==> config.mk <==
export PLATFORM = sky130hd
export DESIGN_NAME = cntr_datapath
export DESIGN_NICKNAME = d
export VERILOG_FILES = /design/src/rtl/cntr_datapath_pkg.sv /design/src/rtl/cntr_datapath_snapshot_if.sv /design/src/rtl/cntr_datapath.sv
export SDC_FILE = /design/constraint.sdc
export NUM_CORES = 1
export LEC_CHECK = 0
export CORE_ASPECT_RATIO = 0.75
export CORE_MARGIN = 2
export CORE_UTILIZATION = 25
export CTS_CLUSTER_SIZE = 20
export DETAILED_ROUTE_END_ITERATION = 10
export GPL_TIMING_DRIVEN = 0
export PLACE_DENSITY_LB_ADDON = 0.1
export SYNTH_ARGS = -nofsm -noshare
export SYNTH_HDL_FRONTEND = slang
export SYNTH_SLANG_ARGS = --single-unit
==> constraint.sdc <==
create_clock -name clk -period 3.9 [get_ports clk]
set_input_delay 0.585 -clock clk [delete_from_list [all_inputs] [get_ports clk]]
set_output_delay 0.585 -clock clk [all_outputs]
set_load 0.05 [all_outputs]
==> src/rtl/cntr_datapath_pkg.sv <==
// Shared counter command encodings and snapshot handshake states.
package cntr_operations;

    typedef enum logic [1:0] {
        cntr_op_state_1 = 2'd1,
        cntr_op_state_2 = 2'd2,
        cntr_op_state_3 = 2'd3
    } cntr_operations_t;

    typedef enum logic {
        SNAP_IDLE = 1'b0,
        SNAP_ACK  = 1'b1
    } snap_state_t;

    localparam int unsigned CNT_MAX_DEFAULT = 127;

endpackage

==> src/rtl/cntr_datapath_snapshot_if.sv <==
// 4-phase req/ack snapshot port: captures {wrap_cnt, cnt} on request and
// holds it until the next accepted request.
module cntr_snapshot_if
    import cntr_operations::*;
#(
    parameter int unsigned CNT_W  = 32,
    parameter int unsigned WRAP_W = 16
) (
    input  logic                    clk,
    input  logic                    rst_n,
    input  logic                    snap_req,
    input  logic [CNT_W-1:0]        cnt,
    input  logic [WRAP_W-1:0]       wrap_cnt,
    output logic                    snap_ack,
    output logic [CNT_W+WRAP_W-1:0] snap_data
);

    snap_state_t                 state_q, state_d;
    logic [CNT_W+WRAP_W-1:0]     snap_data_q, snap_data_d;

    always_ff @(posedge clk or negedge rst_n) begin
        if (!rst_n) begin
            state_q     <= SNAP_IDLE;
            snap_data_q <= '0;
        end else begin
            state_q     <= state_d;
            snap_data_q <= snap_data_d;
        end
    end

    always_comb begin
        state_d     = state_q;
        snap_data_d = snap_data_q;
        case (state_q)
            SNAP_IDLE: begin
                if (snap_req) begin
                    snap_data_d = {wrap_cnt, cnt};
                    state_d     = SNAP_ACK;
                end
            end
            SNAP_ACK: begin
                if (!snap_req) state_d = SNAP_IDLE;
            end
            default: state_d = SNAP_IDLE;
        endcase
    end

    always_comb begin
        snap_ack  = (state_q == SNAP_ACK);
        snap_data = snap_data_q;
    end

endmodule

==> src/rtl/cntr_datapath.sv <==
// Counter datapath: executes per-cycle commands on the count register and
// tracks wrap events, sticky error flags and the snapshot readout port.
module cntr_datapath
    import cntr_operations::*;
#(
    parameter int unsigned CNT_W   = 32,
    parameter int unsigned CNT_MAX = CNT_MAX_DEFAULT,
    parameter int unsigned WRAP_W  = 16
) (
    input  logic                    clk,
    input  logic                    rst,
    input  cntr_operations_t        operation,
    output logic [CNT_W-1:0]        cnt_out_t,
    output logic [WRAP_W-1:0]       wrap_cnt,
    output logic                    wrap_valid,
    input  logic                    wrap_ready,
    output logic                    wrap_lost,
    output logic                    proto_err,
    input  logic                    snap_req,
    output logic                    snap_ack,
    output logic [CNT_W+WRAP_W-1:0] snap_data
);

    localparam logic [CNT_W-1:0] CNT_MAX_V = CNT_W'(CNT_MAX);

    logic [CNT_W-1:0]  cnt_q, cnt_d;
    logic [WRAP_W-1:0] wrap_cnt_q, wrap_cnt_d;
    logic              wrap_valid_q, wrap_valid_d;
    logic              wrap_lost_q, wrap_lost_d;
    logic              proto_err_q, proto_err_d;
    logic              wrap_evt;

    always_ff @(posedge clk or negedge rst) begin
        if (!rst) begin
            cnt_q        <= '0;
            wrap_cnt_q   <= '0;
            wrap_valid_q <= 1'b0;
            wrap_lost_q  <= 1'b0;
            proto_err_q  <= 1'b0;
        end else begin
            cnt_q        <= cnt_d;
            wrap_cnt_q   <= wrap_cnt_d;
            wrap_valid_q <= wrap_valid_d;
            wrap_lost_q  <= wrap_lost_d;
            proto_err_q  <= proto_err_d;
        end
    end

    always_comb begin
        cnt_d       = cnt_q;
        wrap_cnt_d  = wrap_cnt_q;
        proto_err_d = proto_err_q;
        wrap_evt    = 1'b0;
        case (operation)
            cntr_op_state_1: begin
                cnt_d      = '0;
                wrap_cnt_d = wrap_cnt_q + 1'b1;
                wrap_evt   = 1'b1;
            end
            cntr_op_state_2: begin
                // Incrementing past terminal count is a controller error, not a wrap.
                if (cnt_q >= CNT_MAX_V) begin
                    cnt_d       = '0;
                    proto_err_d = 1'b1;
                end else begin
                    cnt_d = cnt_q + 1'b1;
                end
            end
            default: cnt_d = cnt_q;
        endcase
    end

    always_comb begin
        wrap_valid_d = wrap_valid_q;
        wrap_lost_d  = wrap_lost_q;
        if (wrap_evt) begin
            wrap_valid_d = 1'b1;
            if (wrap_valid_q && !wrap_ready) wrap_lost_d = 1'b1;
        end else if (wrap_valid_q && wrap_ready) begin
            wrap_valid_d = 1'b0;
        end
    end

    cntr_snapshot_if #(
        .CNT_W  (CNT_W),
        .WRAP_W (WRAP_W)
    ) u_snap (
        .clk       (clk),
        .rst_n     (rst),
        .snap_req  (snap_req),
        .cnt       (cnt_q),
        .wrap_cnt  (wrap_cnt_q),
        .snap_ack  (snap_ack),
        .snap_data (snap_data)
    );

    always_comb begin
        cnt_out_t  = cnt_q;
        wrap_cnt   = wrap_cnt_q;
        wrap_valid = wrap_valid_q;
        wrap_lost  = wrap_lost_q;
        proto_err  = proto_err_q;
    end

endmodule

# Word-level counts from Yosys, hierarchy flattened
# Cells that the tools add are included.
[word_totals] reg_bits=100
[op_classes] magnitude_cmp=1 reduce_logical=8 n_mux=6 add_sub_neg=2 eq_ne=2 bitwise=1
[ops] cell="one-hot mux 32 bit (2 select lines)" n=1
[ops] cell="adder 32 x 1 -> 32 bit (second input constant)" n=1
[ops] cell="greater-or-equal comparator 32 x 7 -> 1 bit (second input constant)" n=1
[ops] cell="two-way mux 32 bit" n=1
[ops] cell="adder 16 x 1 -> 16 bit (second input constant)" n=1
[ops] cell="AND reduction 2 bit" n=3
[ops] cell="two-way mux 1 bit" n=4
[ops] cell="nonzero test 2 bit" n=2
[ops] cell="equality test 2 x 1 -> 1 bit (second input constant)" n=1
[ops] cell="equality test 2 bit (second input constant)" n=1
[ops] cell="logical AND 1 bit" n=2
[ops] cell="logical NOT 1 bit" n=1
[ops] cell="inverter 1 bit" n=1

# Logic depth before layout (Yosys ltp)
# Gate-level depths: netlist of the first run.
[depth] ltp_word=3 depth_mapped=7 ltp_nobuf=7

# Hierarchy
# From an unflattened synthesis of the first run, not the netlist that was laid out.
[hier_totals] hier_cells=361 area_unflattened_um2=4475.5
[by_module_without_submodules] mod="cntr_datapath" instances=1 seq_area_each_um2=1276.2 area_per_inst_um2=2553.7 cells_each=258
[by_module_without_submodules] mod="cntr_snapshot_if" instances=1 seq_area_each_um2=1226.2 area_per_inst_um2=1921.8 cells_each=103

# Worst setup path before layout of the first run
# Ideal clock, no wire load.
[synth_timing] path_type="reg2reg" start="register cnt_q[0], in the netlist cnt_out_t[0]" end="register cnt_q[22], in the netlist cnt_out_t[22]" path_stages_with_launch=8 path_slack_ns=1.727 synth_period_minus_slack_ns=2.173 t_arrival_ns=2.053 cell_sequence="dfrtp_1 ha_1 nand3_1 or3_1 buf_2 a31oi_4 buf_6 nor2_1"
[synth_via] elab_chain_len=3 word_cells_on_any_way=4 classes_between="1 x add/sub; 1 x order compare; 2 x mux"
[synth_rtl] item="start, declared" line="cntr_datapath.sv:26" source="logic [CNT_W-1:0] cnt_q, cnt_d;"
[synth_rtl] item="start signal, assigned" line="cntr_datapath.sv:41" source="cnt_q <= cnt_d;"
[synth_rtl] item="adder 32 x 1 -> 32 bit / greater-or-equal comparator 32 x 7 -> 1 bit (equally long branches)" line="cntr_datapath.sv:66, cntr_datapath.sv:62"
[synth_rtl] item="two-way mux 32 bit (*)" line="cntr_datapath.sv:62" source="if (cnt_q >= CNT_MAX_V) begin"
[synth_rtl] item="one-hot mux 32 bit (2 select lines) (*)" line="cntr_datapath.sv:54" source="case (operation)"
# Mark *: on every way between the ends. The rest lies on a longest branch, timed or not.
# A chain may end at the register's enable or synchronous reset.

# Worst setup path after layout of the first run
[layout_timing] start="input port operation[0]" end="register cnt_q[30], in the netlist cnt_out_t[30]"
[layout_via] elab_chain_len=2 word_cells_on_any_way=4 classes_between="2 x eq/ne; 1 x mux; 1 x reduce/logical"
[layout_rtl] item="start, declared" line="cntr_datapath.sv:12" source="input cntr_operations_t operation,"
[layout_rtl] item="equality test 2 bit / equality test 2 x 1 -> 1 bit (equally long branches)" line="cntr_datapath.sv:54"
[layout_rtl] item="one-hot mux 32 bit (2 select lines) / nonzero test 2 bit (equally long branches)"
# Several ways; a longest one is shown, not always the timed one.

==> results of run 1 <==
## power by group
part | internal [mW] | leakage, nW | switching, mW
Clock | 0.496 | 0.131 | 0.394
Combinational | 0.186 | 1.14 | 0.346
Sequential | 1.10 | 1.37 | 0.0665
## cell usage in the layout (no fill, tap or decap), drive strengths merged
cell type	netlist	layout
bufinv	0	1
dfrtp	100	100
nor4	7	7
a21o	2	2
inv	5	5
clkinvlp	0	4
o41ai	1	1
nor3	2	2
and3	12	12
and2	1	1
clkinv	0	1
ha	4	4
clkdlybuf4s50	0	104
nor2b	1	1
nand3	16	16
o211ai	2	2
a41oi	1	1
nor2	35	35
nand2b	1	1
mux2	48	48
nor3b	1	1
a31o	1	1
a31oi	5	5
nand2	24	24
a21oi	2	2
or2	1	1
and4	1	1
nand4	13	13
or3	1	1
xnor2	14	14
clkbuf	7	17
buf	6	8
nand4b	2	2
xor2	19	19
a32oi	1	1
o21ai	4	4
## metal layers
layer / vias to the layer above / share of wire, % / global-route usage (%)
li1: 1422 / - / -
met1: 1483 / 49 / 17.1
met2: 84 / 44 / 17.7
met3: 9 / 5.2 / 3.30
met4: 0 / 1.4 / 4.69
met5: - / 0 / 0
## critical path, delay by kind of cell
kind                       cells  cell delay, ns
AOI/OAI and AO/OA              1            0.10
buffers and inverters          2            0.54
adders and majority gates      1            0.39
and+or+nand+nor                4            1.31
## layout make-up
class	instances	area (µm²)
multi-input combinational	222	1650
clock inverter	6	65.1
inverter	5	18.8
timing repair buffer	106	1080
sequential	100	2500
buffer	13	67.6
fill	1665	10800
tap	215	269
clock buffer	10	229
## kinds of logic (layout without fill, tap and decap cells)
logic type | Yosys count | count (layout) | synth area share [%]
xor gates and xnor gates | 33 | 33 | 6.82
buffers and inverters | 18 | 140 | 2.04
adders and majority gates | 4 | 4 | 1.18
and+or+nand+nor | 118 | 118 | 14.8
AOI/OAI and AO/OA | 19 | 19 | 3.34
DFF | 100 | 100 | 59.1
muxes | 48 | 48 | 12.8
## metrics by stage
step	cells	power, mW	cell area, µm²	hold slack (ns)
finish	677	2.59	5880	0.338
global route	677	2.72	5880	0.398
CTS	677	2.65	5880	0.364
detailed placement	661	1.73	5580	0.455
global placement	660	1.72	5560	0.451
floorplan	340	1.52	4240	0.289
## flip-flops by register name, indices dropped and copies added (netlist names)
signal,flops
u_snap.snap_data,48
wrap_valid,1
wrap_cnt,16
u_snap.snap_ack,1
proto_err,1
cnt_out_t,32
wrap_lost,1
## how the worst min path moves through the flow
stage                                startpoint  slack, ns  depth (start not counted)                                to
after global routing                        rst       0.40                          1  u_snap.snap_data[44]$_DFFE_PN0P_
after detailed placement  wrap_lost$_DFFE_PN0P_       0.45                          1             wrap_lost$_DFFE_PN0P_
final                                       rst       0.34                          1  u_snap.snap_data[44]$_DFFE_PN0P_
after CTS                                   rst       0.36                          1   u_snap.snap_data[1]$_DFFE_PN0P_
after global placement    wrap_lost$_DFFE_PN0P_       0.45                          1             wrap_lost$_DFFE_PN0P_
after floorplan                             rst       0.29                          0          cnt_out_t[0]$_DFFE_PN0P_
## synthesized netlist by cell type, drive strengths merged, types with 2 or more instances
cell type    n
nor3         2
nand2       24
buf          6
inv          5
and3        12
xor2        19
o211ai       2
nand3       16
clkbuf       7
ha           4
nand4b       2
nor2        35
mux2        48
a21o         2
a31oi        5
xnor2       14
dfrtp      100
nor4         7
o21ai        4
a21oi        2
nand4       13
==> results.sh, run 1 <==
export IMPL_cts_buffers=9
export IMPL_vias=2998
export IMPL_arrival_ns=2.94
export IMPL_rows=41
export IMPL_clkLatencyLatePin_ns=0.35
export IMPL_crit_type="in2reg"
export IMPL_core_area_mm2=0.0167
export IMPL_syn_area_per_cell_um2=12.5
export IMPL_tns_ns=0
export IMPL_netlist_area_mm2=0.00424
export IMPL_drv_cap=0
export IMPL_cts_buffer_depth=2
export IMPL_final_nets=467
export IMPL_cts_htree_levels=3
export IMPL_synth_largest_area_cell="dfrtp_1"
export IMPL_route_detailed_drc=0
export IMPL_reg2reg_from="cnt_out_t[0]$_DFFE_PN0P_"
export IMPL_grt_usage_pct=12.1
export IMPL_worst_pin_slew_ns=0.820
export IMPL_dpl_hpwl_um=7460
export IMPL_synth_area_top_cells="dfrtp_1 59%, mux2_2 13%, xor2_1 3.9%"
export IMPL_netlist_instances=340
export IMPL_synth_distinct_cells=39
export IMPL_grt_pass1_vias=2938
export IMPL_cpPeakStageDelay_ns=0.57
export IMPL_portBuffers=105
export IMPL_synth_top_cell_area_share_pct=59.1
export IMPL_slew_violations=0
export IMPL_wl_um=10400
export IMPL_gp_congestion=0.721
export IMPL_worstPathMaxFanout=6
export IMPL_final_util_pct=35.1
export IMPL_cp_start_kind="primary input"
export IMPL_dieArea_mm2=0.0180
export IMPL_timing_fmax_mhz=376
export IMPL_synthFlopType="dfrtp_1"
export IMPL_initial_core_util_pct=25.3
export IMPL_antenna_found_initial=0
export IMPL_hold_class="in2async"
export IMPL_cts_resized=0
export IMPL_grt_pass1_wl_um=16600
export IMPL_ys_ff_latch=100
export IMPL_hold_viol_final=0
export IMPL_holdBufCountCts=0
export IMPL_setup_viol=0
export IMPL_dieWidth_um=154
export IMPL_yosysWarnings=0
export IMPL_period_share_pct=68.2
export IMPL_cts_tree="built"
export IMPL_path_clk_slew_ns=0.07
export IMPL_synth_nets=350
export IMPL_areaGrowthSynthToFinish_pct=38.7
export IMPL_firstDrtPassIters=4
export IMPL_avgViaCountPerCell=4.43
export IMPL_crit_required_ns=4.18
export IMPL_die_height_um=117
export IMPL_p_leak_nw=2.64
export IMPL_period_minus_slack_ns=2.66
export IMPL_power_density_mw_per_mm2=441
export IMPL_io_pins=106
export IMPL_wl_per_cell_um=15.4
export IMPL_reg2reg_slack_ns=1.78
export IMPL_diodes=0
export IMPL_rsz0062_at_grt="no"
export IMPL_path_cells="clkdlybuf4s50_1, inv_1, ha_1, nand4b_1, nor4_4, and3_1, a31oi_1, nor2_1"
export IMPL_fin_skew_ns=0.00833
export IMPL_vdd_drop_max_uv=218
export IMPL_synth_edff_count=0
export IMPL_r2r_end="cnt_out_t[30]$_DFFE_PN0P_"
export IMPL_overflow=0
export IMPL_grt_max_degree=61
export IMPL_drt_iter0_drc=125
export IMPL_synthArstFlopShare_pct=100
export IMPL_ys_seq_area_share_pct=59.1
export IMPL_critPathSlowestCell="nor4_4"
export IMPL_status="finished, final reports clean"
export IMPL_endpoint_kind="flop"
export IMPL_layout_drive_gt1_share_pct=17.1
export IMPL_fin_ws_ns=1.24
export IMPL_slew_headroom_pct=45.3
export IMPL_startpoint="operation[0]"
export IMPL_cts_root_buf="clkbuf_16"
export IMPL_ant_nets=0
export IMPL_dp_slack_ns=0.828
export IMPL_r2r_cells=6
export IMPL_cts_sinks=100
export IMPL_cts_setup_buffers=0
export IMPL_crit_end="cnt_out_t[30]$_DFFE_PN0P_"
No activity file was read; power rests on OpenSTA's default activity.
==> run 2, diff against run 1 <==
Clock period 3.9 ns to 2.53 ns, I/O delays scaled along.
==> run 2 against run 1 <==
  * Flip-flop and latch count unchanged
  * Critical path depth is 1 higher
  * Highest routed layer unchanged
  * Core utilization increased by 0.090 points
  * Largest power group unchanged
  * Largest cell class unchanged
==> results.sh, run 2 (synthesis gave the netlist of run 1 again) <==
export IMPL_worstPathMaxFanout=6
export IMPL_largest_reg_flops=48
export IMPL_route_detailed_drc=0
export IMPL_grt_pass1_wl_um=16600
export IMPL_arrival_ns=2.64
export IMPL_dieWidth_um=154
export IMPL_grt_pass1_vias=2938
export IMPL_power_total_mw=4.00
export IMPL_cts_resized=0
export IMPL_cts_root_buf="clkbuf_16"
export IMPL_status="finished, final reports clean"
export IMPL_dpl_hpwl_um=7460
export IMPL_reg2reg_slack_ns=0.43
export IMPL_io_pins=106
export IMPL_cts_sinks=100
export IMPL_power_switching_mw=1.24
export IMPL_cts_tree="built"
export IMPL_portBuffers=105
export IMPL_hold_class="in2async"
export IMPL_path_clk_slew_ns=0.07
export IMPL_crit_family="simple AND/OR/NAND/NOR gates"
export IMPL_drv_cap=0
export IMPL_switching_share_pct=31.1
export IMPL_clkLatencyLatePin_ns=0.35
export IMPL_areaGrowthSynthToFinish_pct=39.0
export IMPL_cp_start_kind="primary input"
export IMPL_slew_headroom_pct=45.3
export IMPL_layout_drive_gt1_share_pct=17.5
export IMPL_timing_fmax_mhz=423
export IMPL_drt_iter0_drc=138
export IMPL_final_cell_mix="104 x clkdlybuf4s50_1, 100 x dfrtp_1, 48 x mux2_2, 34 x nor2_1, 24 x nand2_1"
export IMPL_critPathSlowestCell="clkdlybuf4s50_1"
export IMPL_vias=2993
export IMPL_grt_max_degree=61
export IMPL_path_depth=9
export IMPL_initial_core_util_pct=25.3
export IMPL_p_leak_nw=2.65
export IMPL_setup_viol=0
export IMPL_fin_skew_ns=0.00840
export IMPL_dieArea_mm2=0.0180
export IMPL_intPower_mw=2.75
export IMPL_avgViaCountPerCell=4.41
export IMPL_cts_buffer_depth=2
export IMPL_vdd_drop_max_uv=337
export IMPL_final_common_cell="clkdlybuf4s50_1"
export IMPL_worst_pin_slew_ns=0.820
export IMPL_period_minus_slack_ns=2.36
export IMPL_hold_viol_final=0
export IMPL_period_share_pct=93.3
export IMPL_reg2reg_from="cnt_out_t[0]$_DFFE_PN0P_"
export IMPL_cts_buffers=9
export IMPL_rows=41
export IMPL_ant_nets=0
export IMPL_cts_htree_levels=3
export IMPL_r2r_end="cnt_out_t[14]$_DFFE_PN0P_"
export IMPL_overflow=0
export IMPL_tns_ns=0
export IMPL_crit_type="in2reg"
export IMPL_r2r_cells=7
export IMPL_pwr_share_seq_pct=45.1
export IMPL_path_cells="clkdlybuf4s50_1, inv_1, ha_1, nand4b_1, nor4_4, buf_4, and3_1, a31oi_1, nor2_1"
export IMPL_diodes=0
export IMPL_cpPeakStageDelay_ns=0.49
export IMPL_endpoint_kind="flop"
export IMPL_wl_um=10400
export IMPL_gp_congestion=0.721
export IMPL_die_height_um=117
export IMPL_firstDrtPassIters=4
export IMPL_rsz0062_at_grt="no"
export IMPL_final_nets=469
export IMPL_critPathBufInv=3
export IMPL_slew_violations=0
export IMPL_power_density_mw_per_mm2=678
export IMPL_wl_per_cell_um=15.4
export IMPL_core_area_mm2=0.0167
export IMPL_crit_required_ns=2.81
export IMPL_power_frac_clock_pct=34.4
export IMPL_grt_usage_pct=12.1
export IMPL_antenna_found_initial=0
export IMPL_combPwrFrac_pct=20.5
## run 2: changes by cell type in the layout (fill, tap and decap cells not counted)
| cell | previous run | this run |
|---|---|---|
| buf_4 | 1 | 3 |
## run 2: what timing repair did
| item | 4_1_cts | 5_1_grt |
|---|---|---|
| hold buffers | 0 | 0 |
| endpoints found under the setup margin | 0 | 6 |
| setup buffers | 0 | 2 |
| hold endpoints to repair | 0 | 0 |
## run 2: per-layer routing
metal	track usage, %	share of wire, %	vias to the layer above
met4	4.69	1.4	0
met5	0	0	-
met2	17.7	44	67
met1	17.1	51	1488
li1	-	-	1429
met3	3.30	4.2	9
## run 2: through the flow
stage	hold slack [ns]	setup WS (ns)	utilization, %	cell area (µm²)	instances
global route	0.192	0.0366	35.2	5890	679
floorplan	0.0839	0.357	-	4240	340
detailed placement	0.455	-0.337	33.4	5580	661
CTS	0.159	0.0430	35.1	5880	677
finish	0.133	0.169	35.2	5890	679
global placement	0.451	-2.96	33.2	5560	660
## run 2: layout make-up
class,count,area (µm²)
plain buffers,13,67.6
clock buffers,10,229
clock inverters,6,65.1
fillers,1666,10800
inverters,5,18.8
multi-input cells,222,1650
flip-flops and latches,100,2500
well taps,215,269
repair buffers,108,1090
## run 2: how the worst max path moves through the flow
stage / from / to / slack (ns)
after detailed placement: operation[0] / cnt_out_t[30]$_DFFE_PN0P_ / -0.34
after global placement: rst / cnt_out_t[25]$_DFFE_PN0P_ / -2.96
after CTS: operation[0] / cnt_out_t[30]$_DFFE_PN0P_ / 0.04
after floorplan: cnt_out_t[0]$_DFFE_PN0P_ / cnt_out_t[22]$_DFFE_PN0P_ / 0.36
after global routing: operation[0] / cnt_out_t[28]$_DFFE_PN0P_ / 0.04
final: operation[0] / cnt_out_t[30]$_DFFE_PN0P_ / 0.17
## run 2: power by group through the flow
| stage | clock network (mW) | registers (mW) | logic [mW] |
|---|---|---|---|
| floorplan | 0 | 2.18 | 0.169 |
| global placement | 0 | 1.83 | 0.823 |
| detailed placement | 0 | 1.84 | 0.829 |
| CTS | 1.44 | 1.81 | 0.831 |
| global route | 1.50 | 1.83 | 0.867 |
| finish | 1.37 | 1.80 | 0.820 |
